===== config.mk =====
export PLATFORM = sky130hd
export DESIGN_NAME = axi4l_ipif_mc_flat
export DESIGN_NICKNAME = d
export VERILOG_FILES = /design/src/rtl/axi4l_ipif_mc_if.sv /design/src/rtl/axi4l_ipif_mc.sv /design/src/flat_wrapper.sv
export SDC_FILE = /design/constraint.sdc
export NUM_CORES = 1
export LEC_CHECK = 0
export ABC_AREA = 1
export CORE_MARGIN = 2
export CORE_UTILIZATION = 30
export CTS_CLUSTER_SIZE = 28
export DETAILED_ROUTE_END_ITERATION = 6
export GPL_TIMING_DRIVEN = 0
export HOLD_SLACK_MARGIN = 0.15
export PLACE_DENSITY = 0.6
export REMOVE_ABC_BUFFERS = 1
export SETUP_SLACK_MARGIN = 0.05
export SLEW_MARGIN = 25
export SYNTH_ARGS = -nofsm -noshare
export SYNTH_HDL_FRONTEND = slang
export SYNTH_SLANG_ARGS = --single-unit

===== constraint.sdc =====
create_clock -name aclk -period 2.1 [get_ports aclk]
set_input_delay 0.42 -clock aclk [delete_from_list [all_inputs] [get_ports aclk]]
set_output_delay 0.42 -clock aclk [all_outputs]
set_load 0.005 [all_outputs]

===== src/rtl/axi4l_ipif_mc_if.sv =====
// AXI4-Lite slave-side bus bundle for the multi-channel IPIF bridge.
// The master modport is the interconnect/bench side, the slave modport is the bridge.
interface axi4l_ipif_mc_if #(
  parameter int C_DATA_WIDTH = 32
);
  logic [31:0]               awaddr;
  logic [2:0]                awprot;
  logic                      awvalid;
  logic                      awready;
  logic [C_DATA_WIDTH-1:0]   wdata;
  logic [C_DATA_WIDTH/8-1:0] wstrb;
  logic                      wvalid;
  logic                      wready;
  logic [1:0]                bresp;
  logic                      bvalid;
  logic                      bready;
  logic [31:0]               araddr;
  logic [2:0]                arprot;
  logic                      arvalid;
  logic                      arready;
  logic [C_DATA_WIDTH-1:0]   rdata;
  logic [1:0]                rresp;
  logic                      rvalid;
  logic                      rready;

  modport master (
    output awaddr, awprot, awvalid, input awready,
    output wdata, wstrb, wvalid, input wready,
    input bresp, bvalid, output bready,
    output araddr, arprot, arvalid, input arready,
    input rdata, rresp, rvalid, output rready
  );

  modport slave (
    input awaddr, awprot, awvalid, output awready,
    input wdata, wstrb, wvalid, output wready,
    output bresp, bvalid, input bready,
    input araddr, arprot, arvalid, output arready,
    output rdata, rresp, rvalid, input rready
  );
endinterface


===== src/rtl/axi4l_ipif_mc.sv =====
// AXI4-Lite slave bridging one AXI port to C_NUM_CH req/ack register channels.
// One transaction in flight; read/write round-robin; ack timeout -> SLVERR,
// out-of-range channel -> DECERR.
module axi4l_ipif_mc #(
  parameter int C_ADDR_WIDTH    = 12,
  parameter int C_DATA_WIDTH    = 32,
  parameter int C_NUM_CH        = 4,
  parameter int C_CH_ADDR_WIDTH = 10,
  parameter int C_TIMEOUT       = 16
) (
  input  logic                             aclk,
  input  logic                             areset,
  axi4l_ipif_mc_if.slave                   s_axi,
  output logic [C_CH_ADDR_WIDTH-3:0]       wr_addr,
  output logic [C_NUM_CH-1:0]              wr_req,
  output logic [C_DATA_WIDTH/8-1:0]        wr_be,
  output logic [C_DATA_WIDTH-1:0]          wr_data,
  input  logic [C_NUM_CH-1:0]              wr_ack,
  output logic [C_CH_ADDR_WIDTH-3:0]       rd_addr,
  output logic [C_NUM_CH-1:0]              rd_req,
  input  logic [C_NUM_CH*C_DATA_WIDTH-1:0] rd_data,
  input  logic [C_NUM_CH-1:0]              rd_ack
);

  localparam int IDX_W = (C_NUM_CH > 1) ? $clog2(C_NUM_CH) : 1;
  localparam int TMO_W = $clog2(C_TIMEOUT + 1);
  localparam logic [TMO_W-1:0] TMO_LAST = TMO_W'(C_TIMEOUT - 1);
  localparam logic [1:0] RESP_OKAY   = 2'b00;
  localparam logic [1:0] RESP_SLVERR = 2'b10;
  localparam logic [1:0] RESP_DECERR = 2'b11;

  typedef enum logic [2:0] {IDLE, WR_WAIT, RD_WAIT, WR_RESP, RD_RESP} state_t;

  state_t                      state;
  logic                        up;
  logic                        aw_full, w_full, ar_full;
  logic [C_CH_ADDR_WIDTH-3:0]  aw_word, ar_word;
  logic [IDX_W-1:0]            aw_idx, ar_idx;
  logic [C_DATA_WIDTH-1:0]     w_data;
  logic [C_DATA_WIDTH/8-1:0]   w_strb;
  logic                        prefer_wr;
  logic [IDX_W-1:0]            sel;
  logic [TMO_W-1:0]            tmo;
  logic                        bvalid_r, rvalid_r;
  logic [1:0]                  bresp_r, rresp_r;
  logic [C_DATA_WIDTH-1:0]     rdata_r;
  logic                        aw_hs, w_hs, ar_hs, b_hs, r_hs;
  logic                        wr_elig, rd_elig;
  logic                        unused_bits;

  // With a single channel there are no index bits: every address maps to channel 0.
  function automatic logic [IDX_W-1:0] idx_sel(input logic [IDX_W-1:0] idx);
    return (C_NUM_CH == 1) ? '0 : idx;
  endfunction

  function automatic logic idx_ok(input logic [IDX_W-1:0] idx);
    return (C_NUM_CH == 1) || (int'(idx) < C_NUM_CH);
  endfunction

  function automatic logic [C_NUM_CH-1:0] onehot(input logic [IDX_W-1:0] idx);
    logic [C_NUM_CH-1:0] v;
    v = '0;
    for (int i = 0; i < C_NUM_CH; i++)
      if (int'(idx) == i) v[i] = 1'b1;
    return v;
  endfunction

  // up keeps every ready low while reset is asserted and for the reset edge itself.
  assign s_axi.awready = up & ~aw_full;
  assign s_axi.wready  = up & ~w_full;
  assign s_axi.arready = up & ~ar_full;
  assign s_axi.bvalid  = bvalid_r;
  assign s_axi.bresp   = bresp_r;
  assign s_axi.rvalid  = rvalid_r;
  assign s_axi.rresp   = rresp_r;
  assign s_axi.rdata   = rdata_r;

  assign aw_hs   = s_axi.awvalid & s_axi.awready;
  assign w_hs    = s_axi.wvalid & s_axi.wready;
  assign ar_hs   = s_axi.arvalid & s_axi.arready;
  assign b_hs    = bvalid_r & s_axi.bready;
  assign r_hs    = rvalid_r & s_axi.rready;
  assign wr_elig = aw_full & w_full;
  assign rd_elig = ar_full;

  // Protection bits and address bits outside the decode are deliberately ignored.
  assign unused_bits = ^{s_axi.awprot, s_axi.arprot, s_axi.awaddr, s_axi.araddr};

  // Holding-register occupancy: filled on address/data handshake, freed on response handshake.
  always_ff @(posedge aclk) begin
    if (areset) begin
      up      <= 1'b0;
      aw_full <= 1'b0;
      w_full  <= 1'b0;
      ar_full <= 1'b0;
    end else begin
      up <= 1'b1;
      if (aw_hs)      aw_full <= 1'b1;
      else if (b_hs)  aw_full <= 1'b0;
      if (w_hs)       w_full  <= 1'b1;
      else if (b_hs)  w_full  <= 1'b0;
      if (ar_hs)      ar_full <= 1'b1;
      else if (r_hs)  ar_full <= 1'b0;
    end
  end

  // Holding-register payload; only meaningful while the matching full flag is set.
  always_ff @(posedge aclk) begin
    if (aw_hs) begin
      aw_word <= s_axi.awaddr[C_CH_ADDR_WIDTH-1:2];
      aw_idx  <= s_axi.awaddr[C_CH_ADDR_WIDTH +: IDX_W];
    end
    if (w_hs) begin
      w_data <= s_axi.wdata;
      w_strb <= s_axi.wstrb;
    end
    if (ar_hs) begin
      ar_word <= s_axi.araddr[C_CH_ADDR_WIDTH-1:2];
      ar_idx  <= s_axi.araddr[C_CH_ADDR_WIDTH +: IDX_W];
    end
  end

  // Transaction FSM: arbitrate, pulse req, wait for ack or timeout, hold the response.
  always_ff @(posedge aclk) begin
    if (areset) begin
      state     <= IDLE;
      prefer_wr <= 1'b1;
      sel       <= '0;
      tmo       <= '0;
      wr_req    <= '0;
      rd_req    <= '0;
      wr_addr   <= '0;
      wr_be     <= '0;
      wr_data   <= '0;
      rd_addr   <= '0;
      bvalid_r  <= 1'b0;
      bresp_r   <= 2'b00;
      rvalid_r  <= 1'b0;
      rresp_r   <= 2'b00;
      rdata_r   <= '0;
    end else begin
      wr_req <= '0;
      rd_req <= '0;
      case (state)
        IDLE: begin
          tmo <= '0;
          if (wr_elig && (!rd_elig || prefer_wr)) begin
            prefer_wr <= 1'b0;
            sel       <= idx_sel(aw_idx);
            wr_addr   <= aw_word;
            wr_be     <= w_strb;
            wr_data   <= w_data;
            if (idx_ok(aw_idx)) begin
              wr_req <= onehot(idx_sel(aw_idx));
              state  <= WR_WAIT;
            end else begin
              bvalid_r <= 1'b1;
              bresp_r  <= RESP_DECERR;
              state    <= WR_RESP;
            end
          end else if (rd_elig) begin
            prefer_wr <= 1'b1;
            sel       <= idx_sel(ar_idx);
            rd_addr   <= ar_word;
            if (idx_ok(ar_idx)) begin
              rd_req <= onehot(idx_sel(ar_idx));
              state  <= RD_WAIT;
            end else begin
              rvalid_r <= 1'b1;
              rresp_r  <= RESP_DECERR;
              rdata_r  <= '0;
              state    <= RD_RESP;
            end
          end
        end
        // tmo==0 marks the req cycle itself, where ack is not yet sampled.
        WR_WAIT: begin
          if (tmo == '0) begin
            tmo <= TMO_W'(1);
          end else if (wr_ack[sel]) begin
            bvalid_r <= 1'b1;
            bresp_r  <= RESP_OKAY;
            state    <= WR_RESP;
          end else if (tmo == TMO_LAST) begin
            bvalid_r <= 1'b1;
            bresp_r  <= RESP_SLVERR;
            state    <= WR_RESP;
          end else begin
            tmo <= tmo + 1'b1;
          end
        end
        RD_WAIT: begin
          if (tmo == '0) begin
            tmo <= TMO_W'(1);
          end else if (rd_ack[sel]) begin
            rvalid_r <= 1'b1;
            rresp_r  <= RESP_OKAY;
            rdata_r  <= rd_data[sel*C_DATA_WIDTH +: C_DATA_WIDTH];
            state    <= RD_RESP;
          end else if (tmo == TMO_LAST) begin
            rvalid_r <= 1'b1;
            rresp_r  <= RESP_SLVERR;
            rdata_r  <= '0;
            state    <= RD_RESP;
          end else begin
            tmo <= tmo + 1'b1;
          end
        end
        WR_RESP: begin
          if (s_axi.bready) begin
            bvalid_r <= 1'b0;
            state    <= IDLE;
          end
        end
        RD_RESP: begin
          if (s_axi.rready) begin
            rvalid_r <= 1'b0;
            state    <= IDLE;
          end
        end
        default: state <= IDLE;
      endcase
    end
  end

endmodule

===== src/flat_wrapper.sv =====
// flat-port wrapper written by rule: the top's interface ports become plain ports
module axi4l_ipif_mc_flat 
#(
  parameter int C_ADDR_WIDTH    = 12,
  parameter int C_DATA_WIDTH    = 32,
  parameter int C_NUM_CH        = 4,
  parameter int C_CH_ADDR_WIDTH = 10,
  parameter int C_TIMEOUT       = 16
)
  (aclk, areset, wr_addr, wr_req, wr_be, wr_data, wr_ack, rd_addr, rd_req, rd_data, rd_ack, s_axi_awaddr, s_axi_awprot, s_axi_awvalid, s_axi_awready, s_axi_wdata, s_axi_wstrb, s_axi_wvalid, s_axi_wready, s_axi_bresp, s_axi_bvalid, s_axi_bready, s_axi_araddr, s_axi_arprot, s_axi_arvalid, s_axi_arready, s_axi_rdata, s_axi_rresp, s_axi_rvalid, s_axi_rready);
  axi4l_ipif_mc_if #(.C_DATA_WIDTH(C_DATA_WIDTH)) s_axi_i ();
  input  logic aclk;
  input  logic areset;
  output logic [C_CH_ADDR_WIDTH-3:0] wr_addr;
  output logic [C_NUM_CH-1:0] wr_req;
  output logic [C_DATA_WIDTH/8-1:0] wr_be;
  output logic [C_DATA_WIDTH-1:0] wr_data;
  input  logic [C_NUM_CH-1:0] wr_ack;
  output logic [C_CH_ADDR_WIDTH-3:0] rd_addr;
  output logic [C_NUM_CH-1:0] rd_req;
  input  logic [C_NUM_CH*C_DATA_WIDTH-1:0] rd_data;
  input  logic [C_NUM_CH-1:0] rd_ack;
  input wire logic [$bits(s_axi_i.awaddr)-1:0] s_axi_awaddr;
  input wire logic [$bits(s_axi_i.awprot)-1:0] s_axi_awprot;
  input wire logic [$bits(s_axi_i.awvalid)-1:0] s_axi_awvalid;
  output wire logic [$bits(s_axi_i.awready)-1:0] s_axi_awready;
  input wire logic [$bits(s_axi_i.wdata)-1:0] s_axi_wdata;
  input wire logic [$bits(s_axi_i.wstrb)-1:0] s_axi_wstrb;
  input wire logic [$bits(s_axi_i.wvalid)-1:0] s_axi_wvalid;
  output wire logic [$bits(s_axi_i.wready)-1:0] s_axi_wready;
  output wire logic [$bits(s_axi_i.bresp)-1:0] s_axi_bresp;
  output wire logic [$bits(s_axi_i.bvalid)-1:0] s_axi_bvalid;
  input wire logic [$bits(s_axi_i.bready)-1:0] s_axi_bready;
  input wire logic [$bits(s_axi_i.araddr)-1:0] s_axi_araddr;
  input wire logic [$bits(s_axi_i.arprot)-1:0] s_axi_arprot;
  input wire logic [$bits(s_axi_i.arvalid)-1:0] s_axi_arvalid;
  output wire logic [$bits(s_axi_i.arready)-1:0] s_axi_arready;
  output wire logic [$bits(s_axi_i.rdata)-1:0] s_axi_rdata;
  output wire logic [$bits(s_axi_i.rresp)-1:0] s_axi_rresp;
  output wire logic [$bits(s_axi_i.rvalid)-1:0] s_axi_rvalid;
  input wire logic [$bits(s_axi_i.rready)-1:0] s_axi_rready;
  assign s_axi_i.awaddr = s_axi_awaddr;
  assign s_axi_i.awprot = s_axi_awprot;
  assign s_axi_i.awvalid = s_axi_awvalid;
  assign s_axi_awready = s_axi_i.awready;
  assign s_axi_i.wdata = s_axi_wdata;
  assign s_axi_i.wstrb = s_axi_wstrb;
  assign s_axi_i.wvalid = s_axi_wvalid;
  assign s_axi_wready = s_axi_i.wready;
  assign s_axi_bresp = s_axi_i.bresp;
  assign s_axi_bvalid = s_axi_i.bvalid;
  assign s_axi_i.bready = s_axi_bready;
  assign s_axi_i.araddr = s_axi_araddr;
  assign s_axi_i.arprot = s_axi_arprot;
  assign s_axi_i.arvalid = s_axi_arvalid;
  assign s_axi_arready = s_axi_i.arready;
  assign s_axi_rdata = s_axi_i.rdata;
  assign s_axi_rresp = s_axi_i.rresp;
  assign s_axi_rvalid = s_axi_i.rvalid;
  assign s_axi_i.rready = s_axi_rready;
  axi4l_ipif_mc #(.C_ADDR_WIDTH(C_ADDR_WIDTH), .C_DATA_WIDTH(C_DATA_WIDTH), .C_NUM_CH(C_NUM_CH), .C_CH_ADDR_WIDTH(C_CH_ADDR_WIDTH), .C_TIMEOUT(C_TIMEOUT)) u_core (.aclk(aclk), .areset(areset), .s_axi(s_axi_i), .wr_addr(wr_addr), .wr_req(wr_req), .wr_be(wr_be), .wr_data(wr_data), .wr_ack(wr_ack), .rd_addr(rd_addr), .rd_req(rd_req), .rd_data(rd_data), .rd_ack(rd_ack));
endmodule

# Yosys cells after proc, flatten, opt, wreduce, memory -nomap -nowiden
# Index checks and enable logic that the tools add are counted.
# classes
reduce_logical	27
addsub	1
n_mux	53
n_shift	1
magnitude_cmp	1
n_eq_ne	20
bitwise_logic	15
# op_table
cell	n
128-bit by 8-bit indexed part select with 32-bit output	1
32-bit two-way mux	2
3-bit two-way mux	10
1-bit two-way mux	25
5-bit two-way mux	5
2-bit nonzero test	8
3-bit case mux with 5 select lines	1
5-bit case mux with 3 select lines	1
3-bit AND reduction	4
2-bit two-way mux	5
1-bit bitwise AND	9
3-bit by 1-bit != test with 1-bit output (second input constant)	3
2-bit == test (second input constant)	4
2-bit != test (second input constant)	4
4-bit AND reduction	2
7-bit AND reduction	1
3-bit by 2-bit == test with 1-bit output (second input constant)	2
1-bit inverter	6
5-bit by 1-bit adder with 5-bit output (second input constant)	1
5-bit by 4-bit == test with 1-bit output (second input constant)	1
5-bit logical NOT	1
1-bit binary-select mux with 2-bit select	2
2-bit by 1-bit == test with 1-bit output (second input constant)	2
2-bit logical NOT	2
other kinds (14)	16
# word_totals
register_bits	169
output_inout_bits	101
inputBits	249

# Logic depth before layout (Yosys ltp)
# Gate-level depths: netlist of the first run.
# logic_depth
depth_word	5
ltp_mapped	11

# Worst setup path before layout of the first run
# OpenSTA, ideal clock, no wires.
# synth_timing
path_type	register to register
start	register u_core.up
end	register u_core.w_data[0] (enable)
path_slack_ps	433
path_buffers	0
t_arrival_ps	1276
path_stages_with_launch	5
path_cell_list	dfxtp_1 -> inv_1 -> nor2_1 -> nand2_1 -> inv_1
# synth_via
elab_chain_cells	2
# synth_lines
element	line_no	rtl
from (decl)	axi4l_ipif_mc.sv:35	logic up;
from (signal assigned)	axi4l_ipif_mc.sv:92	up <= 1'b0;
from (signal assigned)	axi4l_ipif_mc.sv:97	up <= 1'b1;
1-bit bitwise AND	axi4l_ipif_mc.sv:70	assign s_axi.wready = up & ~w_full;
via s_axi_wready	flat_wrapper.sv:30	output wire logic [$bits(s_axi_i.wready)-1:0] s_axi_wready;
1-bit bitwise AND	axi4l_ipif_mc.sv:79	assign w_hs = s_axi.wvalid & s_axi.wready;
via u_core.w_hs	axi4l_ipif_mc.sv:47	logic aw_hs, w_hs, ar_hs, b_hs, r_hs;
to (signal assigned)	axi4l_ipif_mc.sv:114	w_data <= s_axi.wdata;
to (decl)	axi4l_ipif_mc.sv:39	logic [C_DATA_WIDTH-1:0] w_data;
# The timed path passes the listed nets, and every way through them passes these cells.
# A chain may end at the register's enable or synchronous reset.

# Final worst setup path of the first run
# layout_timing
start	register u_core.up
end	output port s_axi_arready
# layout_via
elab_chain_cells	1
# layout_lines
element	line_no	rtl
1-bit bitwise AND	axi4l_ipif_mc.sv:71	assign s_axi.arready = up & ~ar_full;
to (decl)	flat_wrapper.sv:37	output wire logic [$bits(s_axi_i.arready)-1:0] s_axi_arready;
# Every way passes these cells.

==> flow_metrics.py, run 1 <==
metrics = {
    "outcome": {
        "status": "finished clean",
    },
    "setup_path": {
        "startpoint_type": "register",
        "critPathKind": "reg -> out",
        "crit_path_cell_trace": "inv_1, nor2_1, clkdlybuf4s50_1",
        "critPathBufInv": 2,
        "slowest_stage": "clkdlybuf4s50_1",
        "critPathRequiredTime_ns": 1.68,
        "critPathCaptureType": "primary output",
        "cp_top_family": "buffers and inverters",
        "cp_slowest_stage_delay_ns": 0.55,
        "worstPathMaxFanout": 3,
        "worstPathArrival_ns": 1.47,
    },
    "yosys": {
        "synth_top_area_cell": "dfxtp_1",
        "yosysSeqAreaShare_pct": 56.2,
        "synth-compound-area-share_pct": 16.8,
        "synthAdderAreaFrac_pct": 0.540,
        "synthCells": 807,
        "syn_area_per_cell_um2": 8.61,
        "synthSimpleGateAreaFrac_pct": 20.0,
        "synth.cell_area_um2": 6950,
        "synthDistinctLibCells": 39,
        "ys_warn_count": 0,
        "ys_seq_elements": 167,
        "synth_top_area_share_pct": 32.0,
        "synthMuxAreaShare_pct": 0,
        "synth_area_leaders": "dfxtp_1 (32%), edfxtp_1 (24%), nor2_1 (12%), o21ai_0 (9.4%), nand2_1 (3.0%)",
        "synth_top_family_by_area": "simple AND/OR/NAND/NOR gates",
        "synth_xor_area_share_pct": 0.126,
    },
    "timing": {
        "final-hold-violation-count": 0,
        "clock_skew_ns": 0.0151,
        "maxSlewViolCount": 0,
        "finalSetupViolations": 0,
        "min_period_ns": 1.89,
        "worstMarginPinSlew_ns": 0.575,
        "timing.fmax_mhz": 529,
        "max_slew_margin_pct": 61.7,
        "fin_crit_sh_pct": 90.0,
        "rsz0062_at_grt": "true",
        "tns_ns": 0,
        "hold_ws_ns": 0.463,
        "setup_ws_ns": 0.211,
    },
    "drt": {
        "wl_per_cell_um": 16.8,
        "wl_um": 23200,
        "drc": 0,
        "avgViaCountPerCell": 4.69,
        "drt_pass1_iterations": 6,
        "drt-initial-drc-count": 391,
        "drtAntennaViolNets": 0,
        "vias": 6494,
    },
    "global_routing": {
        "grt_max_degree": 69,
        "groute.usage.overall_pct": 18.3,
        "antenna_found_initial": 1,
        "grt_pass1_vias": 6247,
        "grt-ovfl-total": 0,
        "grt_pass1_wl_um": 34400,
    },
    "floorplanning": {
        "floorplan.initialDensity_pct": 30.6,
        "core_area_um2": 22700,
        "die_y_um": 156,
        "die_area_um2": 24400,
        "io_pins": 350,
        "die_x_um": 156,
        "rows": 55,
    },
    "clocking": {
        "clkSinkCount": 167,
        "htreeDepth": 4,
        "numCtsBuffers": 17,
        "clockBufferDepth": 2,
        "clkTransAtPathRegs_ns": 0.07,
        "clock_latency_ns": 0.43,
        "postCtsHoldBufs": 0,
        "cts_tree": "built",
        "cts_root_buf": "clkbuf_16",
    },
    "finish": {
        "fillers": 2168,
        "stdcell_area_um2": 10800,
        "diodes": 0,
        "drive_above_1_share_pct": 7.46,
        "final_nets": 1338,
        "syn_to_final_growth_pct": 55.9,
    },
    "power_and_ir_drop": {
        "cellLeakagePower_nw": 4.20,
        "p_total_w": 0.00977,
        "power_density_nw_per_um2": 902,
        "ir_drop_v": 0.000614,
    },
    "placement": {
        "place_area_um2": 10100,
        "dp.final_hpwl_um": 15700,
        "place_congestion": 0.758,
        "place_ws_ns": -0.887,
        "port_buffers": 297,
    },
    "job": {
        "drv_cap": 0,
    },
    "hold_path": {
        "hp-class": "reg -> reg",
    },
}
[layout by cell type (no fill, tap or decap), drive strengths merged]
cell type,instances
conb,2
nand4,3
o22ai,25
nor4,1
buf,11
nor3,11
a211oi,2
nor3b,1
ha,3
edfxtp,56
o21ai,150
inv,49
or2,1
a31oi,2
clkdlybuf4s50,296
a21oi,33
clkbuf,21
dfxtp,111
xor2,1
a22oi,7
clkdlybuf4s15,1
clkinv,5
nand3,19
nor2,222
nand2,64
clkinvlp,2
[per-layer routing]
metal / global-route usage (%) / wire [um] / part of all wire [%]
met1: 21.4 / 9440 / 41
met2: 31.3 / 11200 / 48
met3: 7.17 / 2260 / 9.8
met4: 4.94 / 244 / 1.1
met5: 0 / 11 / 0.047
[layout make-up]
| cell class | instances | area [um^2] | area share, % |
|---|---|---|---|
| clock buffers | 21 | 483 | 4.46 |
| well taps | 285 | 357 | 3.29 |
| flip-flops and latches | 167 | 3910 | 36.1 |
| inverters | 45 | 205 | 1.89 |
| multi-input cells | 547 | 2630 | 24.3 |
| repair buffers | 308 | 3150 | 29.1 |
| clock inverters | 11 | 100 | 0.924 |
[Yosys cell counts (all sizes together)]
cell    instances
a211oi          2
dfxtp         111
xor2            1
inv            43
nand2          63
clkbuf         23
ha              3
nor4            1
nor3b           1
nand4           3
edfxtp         56
nand3          19
o22ai          25
o21ai         150
clkinv          2
a31oi           2
conb            1
a21oi          33
or2             1
nor2          222
buf            27
a22oi           7
nor3           11
[worst paths after layout]
check / startpoint / to / slack, ns / cells past startpoint
worst max-delay path: u_core.up / s_axi_arready / 0.21 / 3
worst min-delay path: u_core.rd_addr[2] / u_core.rd_addr[2] / 0.46 / 2
worst max register to register: u_core.tmo[1] / u_core.s_axi.rdata[1] / 0.25 / 10
worst min register to register: u_core.rd_addr[2] / u_core.rd_addr[2] / 0.46 / 2
[tightest hold or removal path: stages, from the launching register on]
cell and delay [ns]:
dfxtp_1 0.33, nand2_1 0.05, o21ai_0 0.05
[registers in the layout (all words and copies together) (netlist names), 2 cells and up]
| name | count |
|---|---|
| u_core.w_data | 32 |
| u_core.rd_req | 4 |
| u_core.wr_addr | 8 |
| u_core.ar_word | 8 |
| u_core.aw_word | 8 |
| u_core.s_axi.rdata | 32 |
| u_core.ar_idx | 2 |
| u_core.rd_addr | 8 |
| u_core.aw_idx | 2 |
| u_core.w_strb | 4 |
| u_core.wr_be | 4 |
| u_core.tmo | 5 |
| u_core.state | 3 |
| u_core.wr_req | 4 |
| u_core.sel | 2 |
| u_core.wr_data | 32 |
[power by group]
group	internal [W]	switching (W)	leakage (nW)	total, W
Combinational	0.00129	0.00150	2.49	0.00279
Sequential	0.00368	0.000218	1.42	0.00390
Clock	0.00170	0.00139	0.285	0.00309
Total	0.00667	0.00310	4.20	0.00977
[stage by stage]
| step | utilization (%) | std cells |
|---|---|---|
| floorplan | - | 758 |
| global placement | 44.1 | 1340 |
| detailed placement | 44.6 | 1344 |
| CTS | 47.5 | 1381 |
| global route | 47.7 | 1384 |
| finish | 47.7 | 1384 |
[what timing repair did]
| item | 4_1_cts | 5_1_grt |
|---|---|---|
| gates resized for setup | 4 | 10 |
| setup buffers | 5 | 2 |
| pin swaps | 1 | 1 |
| setup endpoints to repair | 107 | 60 |
| cloned | 0 | 1 |
[cells by family (layout without fill, tap and decap cells)]
kind of cell	count (synthesis)	count (layout)
fa+ha+maj	3	3
simple gates	321	322
flops	167	167
compound gates	219	219
xor+xnor	1	1
other cells	1	2
buf+inv	95	385
No activity file was read; power rests on OpenSTA's default activity.
==> run 2, diff against run 1 <==
Settings changed: SETUP_SLACK_MARGIN 0.05 to 0.5.
Clock period 2.1 ns to 2.16 ns, I/O delays scaled along.
==> run 2 against run 1 <==
Effect of this change: worst setup slack better by 0.31 ns; non-clock buffer count increased by 17; cell count grew 1.8%; worst hold slack worse by 0.0093 ns; wire length up 5.7%; design area up 3.8%; largest cell class unchanged; largest power group unchanged; highest routed layer is now met4.
==> flow_metrics.py, run 2 (same netlist as run 1, synthesis figures left out) <==
metrics = {
    "global_routing": {
        "grt_pass1_vias": 6426,
        "antenna_found_initial": 1,
        "grt_max_degree": 69,
        "groute.usage.overall_pct": 19.2,
        "grt_pass1_wl_um": 35800,
        "grt-ovfl-total": 0,
    },
    "floorplanning": {
        "rows": 55,
        "die_area_um2": 24400,
        "core_area_um2": 22700,
        "die_y_um": 156,
        "floorplan.initialDensity_pct": 30.6,
        "io_pins": 350,
        "die_x_um": 156,
    },
    "finish": {
        "drive_above_1_share_pct": 14.3,
        "final_nets": 1363,
        "diodes": 0,
        "layout_common_cells": "nor2_1 (208), clkdlybuf4s50_1 (197), o21ai_0 (126), dlygate4sd2_1 (97), dfxtp_1 (92)",
        "utilization_pct": 49.5,
        "syn_to_final_growth_pct": 61.9,
        "mostFrequentLayoutCell": "nor2_1",
        "fillers": 2174,
    },
    "setup_path": {
        "critPathCaptureType": "register",
        "critPathRequiredTime_ns": 2.48,
        "startpoint_type": "register",
        "worstPathArrival_ns": 1.96,
        "critPathKind": "reg -> reg",
        "worstPathMaxFanout": 18,
    },
    "job": {
        "drv_cap": 0,
    },
    "timing": {
        "rsz0062_at_grt": "true",
        "fin_crit_sh_pct": 75.9,
        "finalSetupViolations": 0,
        "maxSlewViolCount": 0,
        "timing.fmax_mhz": 610,
        "hold_ws_ns": 0.453,
        "final-hold-violation-count": 0,
        "clock_skew_ns": 0.0136,
        "worstMarginPinSlew_ns": 0.519,
        "min_period_ns": 1.64,
        "tns_ns": 0,
        "max_slew_margin_pct": 65.4,
        "setup_ws_ns": 0.520,
    },
    "clocking": {
        "cts_tree": "built",
        "clkTransAtPathRegs_ns": 0.07,
        "cts_root_buf": "clkbuf_16",
        "clkSinkCount": 167,
        "postCtsHoldBufs": 0,
        "clock_latency_ns": 0.43,
        "htreeDepth": 4,
        "numCtsBuffers": 17,
        "clockBufferDepth": 2,
    },
    "drt": {
        "wl_per_cell_um": 17.4,
        "wl_um": 24500,
        "drc": 0,
        "avgViaCountPerCell": 4.76,
        "drt-initial-drc-count": 427,
        "drt_pass1_iterations": 4,
        "drtAntennaViolNets": 0,
        "vias": 6703,
    },
    "placement": {
        "port_buffers": 297,
        "place_ws_ns": -0.839,
        "dp.final_hpwl_um": 15700,
        "place_congestion": 0.758,
    },
    "outcome": {
        "status": "finished clean",
    },
    "power_and_ir_drop": {
        "ir_drop_v": 0.000620,
        "cellLeakagePower_nw": 4.83,
        "power_density_nw_per_um2": 882,
    },
    "hold_path": {
        "hp-class": "reg -> reg",
    },
}
## run 2: cell count changes in the layout (fill, tap and decap cells not counted), moves of 6 or more
cell and delta:
nor2_1 -6, dfxtp_2 +15, o21ai_2 +10, a21oi_1 -10
dfxtp_1 -17, clkdlybuf4s50_1 -99, o21ai_1 -6, a21oi_2 +10
buf_4 +10, dlygate4sd2_1 +97
## run 2: final timing paths
path                                             from                      to  slack [ns]  cells after the start
worst max-delay path                    u_core.sel[0]  u_core.s_axi.rdata[24]        0.52                      9
worst min-delay path            u_core.s_axi.bresp[1]   u_core.s_axi.bresp[1]        0.45                      2
worst max register to register          u_core.sel[0]  u_core.s_axi.rdata[24]        0.52                      9
worst min register to register  u_core.s_axi.bresp[1]   u_core.s_axi.bresp[1]        0.45                      2
## run 2: layout make-up
class	count	area (um^2)	share of cell area, %
Clock buffer	21	483	4.29
Timing Repair Buffer	325	3230	28.7
Tap cell	285	357	3.17
Sequential cell	167	3940	35.0
Timing Repair inverter	6	52.6	0.467
Clock inverter	11	100	0.890
Inverter	45	246	2.19
Multi-Input combinational cell	549	2850	25.3
## run 2: critical path: stages (launching register included)
cell,delay [ns]
dfxtp_4,0.44
buf_6,0.15
nand2_1,0.05
nand3_1,0.12
nand2_4,0.09
buf_12,0.14
nand2_8,0.12
nand2_8,0.15
a21oi_1,0.20
nor2_1,0.07
## run 2: what timing repair did
item                                    4_1_cts  5_1_grt
gates resized for setup                     147       59
endpoints found under the setup margin      207      101
endpoints found under the hold margin         0        0
setup buffers                                13       10
pin swaps                                     6       15
cloned                                        7        3
## run 2: where the power goes
group / switching, W / total [W] / internal [W]
combinational: 0.00171 / 0.00307 / 0.00137
sequential: 0.000231 / 0.00383 / 0.00360
clock: 0.00137 / 0.00302 / 0.00165
total: 0.00330 / 0.00992 / 0.00661
## run 2: metrics by stage
stage               power, W  cells  instance area (um^2)
floorplan            0.00516    758                  6690
global placement     0.00644   1340                 10000
detailed placement   0.00648   1344                 10100
CTS                  0.00974   1396                 10900
global route          0.0105   1409                 11200
finish               0.00992   1409                 11200
## run 2: layer usage
metal,global-route usage [%],wire [um]
met4,4.89,270
met3,7.25,2400
met5,0,0
met2,34.0,12100
met1,21.8,9710
==> run 3, diff against run 2 <==
Settings changed: PLACE_DENSITY 0.6 to 0.62.
Clock period 2.16 ns to 1.45 ns, I/O delays scaled along.
==> run 3 against run 2 <==
Effect of this change: the flow now finishes with violations (setup timing); highest routed layer unchanged; first-iteration DRC count is 26% lower; maximum frequency is 1.1% higher; largest cell class is now non-clock buffers; worst hold slack worse by 0.22 ns; cell count up 7.5%; flip-flop and latch count is the same; utilization is 10 points higher.
==> flow_metrics.py, run 3 (same netlist as run 1, synthesis figures left out) <==
metrics = {
    "job": {
        "drv_cap": 0,
    },
    "setup_path": {
        "critPathCaptureType": "register",
        "worstPathMaxFanout": 8,
        "critPathRequiredTime_ns": 1.76,
        "critPathKind": "reg -> reg",
        "startpoint_type": "register",
        "worstPathArrival_ns": 1.93,
    },
    "floorplanning": {
        "die_area_um2": 24400,
        "die_y_um": 156,
        "die_x_um": 156,
        "core_area_um2": 22700,
        "floorplan.initialDensity_pct": 30.6,
        "rows": 55,
        "io_pins": 350,
    },
    "drt": {
        "wl_um": 29900,
        "avgViaCountPerCell": 4.86,
        "drtAntennaViolNets": 0,
        "vias": 7363,
        "drt-initial-drc-count": 317,
        "drt_pass1_iterations": 4,
        "drc": 0,
        "wl_per_cell_um": 19.7,
    },
    "outcome": {
        "violations": "setup timing",
        "status": "finished, violations left",
    },
    "power_and_ir_drop": {
        "p_sw_share_pct": 34.7,
        "p_seq_share_pct": 34.8,
        "ir_drop_v": 0.000991,
        "cellLeakagePower_nw": 5.43,
        "power_density_nw_per_um2": 1250,
        "clkPwrFrac_pct": 27.1,
        "p_int_w": 0.0110,
        "p_total_w": 0.0169,
        "p_comb_share_pct": 38.1,
        "switchingPower_w": 0.00585,
    },
    "finish": {
        "drive_above_1_share_pct": 47.4,
        "fin_cells": 1514,
        "final_nets": 1468,
        "multiInputGateArea_um2": 3630,
        "diodes": 0,
        "layout_common_cells": "clkdlybuf4s50_1 (197), nor2_1 (164), dfxtp_2 (93), o21ai_0 (91), buf_6 (81)",
        "mostFrequentLayoutCell": "clkdlybuf4s50_1",
        "fillers": 1882,
        "stdcell_area_um2": 13500,
        "register_area_um2": 4050,
        "syn_to_final_growth_pct": 94.6,
    },
    "timing": {
        "fin_crit_sh_pct": 112,
        "rsz0062_at_grt": "true",
        "finalSetupViolations": 85,
        "maxSlewViolCount": 0,
        "clock_skew_ns": 0.00949,
        "final-hold-violation-count": 0,
        "timing.fmax_mhz": 617,
        "setup_ws_ns": -0.172,
        "min_period_ns": 1.62,
    },
    "clocking": {
        "numCtsBuffers": 17,
        "htreeDepth": 4,
        "postCtsHoldBufs": 0,
        "cts_tree": "built",
        "clkTransAtPathRegs_ns": 0.07,
        "clockBufferDepth": 2,
        "clock_latency_ns": 0.43,
        "clkSinkCount": 167,
        "cts_root_buf": "clkbuf_16",
    },
    "global_routing": {
        "antenna_found_initial": 0,
        "grt_max_degree": 64,
        "groute.usage.overall_pct": 22.9,
        "grt_pass1_vias": 7309,
        "grt-ovfl-total": 0,
        "grt_pass1_wl_um": 42100,
    },
    "placement": {
        "dp_cells": 1344,
        "port_buffers": 297,
        "dp.final_hpwl_um": 15800,
        "place_area_um2": 10100,
        "place_ws_ns": -1.36,
        "place_congestion": 0.728,
    },
    "hold_path": {
        "hp-class": "in -> reg",
    },
}
## run 3: power by group through the flow
stage	clock network (W)	registers [W]	logic [W]
6_report	0.00457	0.00587	0.00642
5_1_grt	0.00489	0.00591	0.00684
4_1_cts	0.00469	0.00580	0.00546
3_5_place_dp	0	0.00584	0.00383
3_3_place_gp	0	0.00588	0.00370
2_1_floorplan	0	0.00579	0.00190
## run 3: critical path, cell delays in order (launching register included)
cell     delay, ns
dfxtp_4       0.38
ha_4          0.15
nand2_4       0.06
nor2_4        0.11
ha_4          0.17
nor2_4        0.06
nand2_8       0.10
buf_12        0.15
nand2_8       0.10
a22oi_2       0.17
nor2_1        0.06
## run 3: metal layers
metal	track usage (%)	vias up	wire, um
met5	0	-	0
met4	7.47	0	616
met3	6.75	34	2330
met2	42.7	269	15700
met1	24.6	3498	11200
li1	-	3562	-
## run 3: metrics by stage
stage	setup TNS (ns)	hold slack [ns]	util (%)
2_1_floorplan	-111.65	0.352	-
3_3_place_gp	-328.51	0.440	44.1
3_5_place_dp	-123.46	0.447	44.6
4_1_cts	-7.28	0.235	55.3
5_1_grt	-13.37	0.231	59.5
6_report	-6.79	0.230	59.5
## run 3: path summary, 6_finish.rpt
check                           slack (ns)                      to  depth (start not counted)         startpoint
worst max-delay path                 -0.17  u_core.s_axi.rdata[12]                         10      u_core.tmo[1]
worst min-delay path                  0.23  u_core.s_axi.rdata[12]                          2             areset
worst max register to register       -0.17  u_core.s_axi.rdata[12]                         10      u_core.tmo[1]
worst min register to register        0.46       u_core.rd_addr[1]                          2  u_core.rd_addr[1]
## run 3: final cells by class
class	count	area share (%)
clock inverter	15	1.22
inverter	45	2.03
tap	285	2.64
multi-input combinational	552	26.8
timing repair inverter	16	1.50
sequential	167	30.0
clock buffer	17	3.15
timing repair buffer	417	32.7
## run 3: repair_timing
action                     in CTS  in global routing
gates cloned                   29                  4
buffers inserted               66                 39
pin swaps                      58                 58
setup endpoints to repair     266                263
resized for setup             798                146
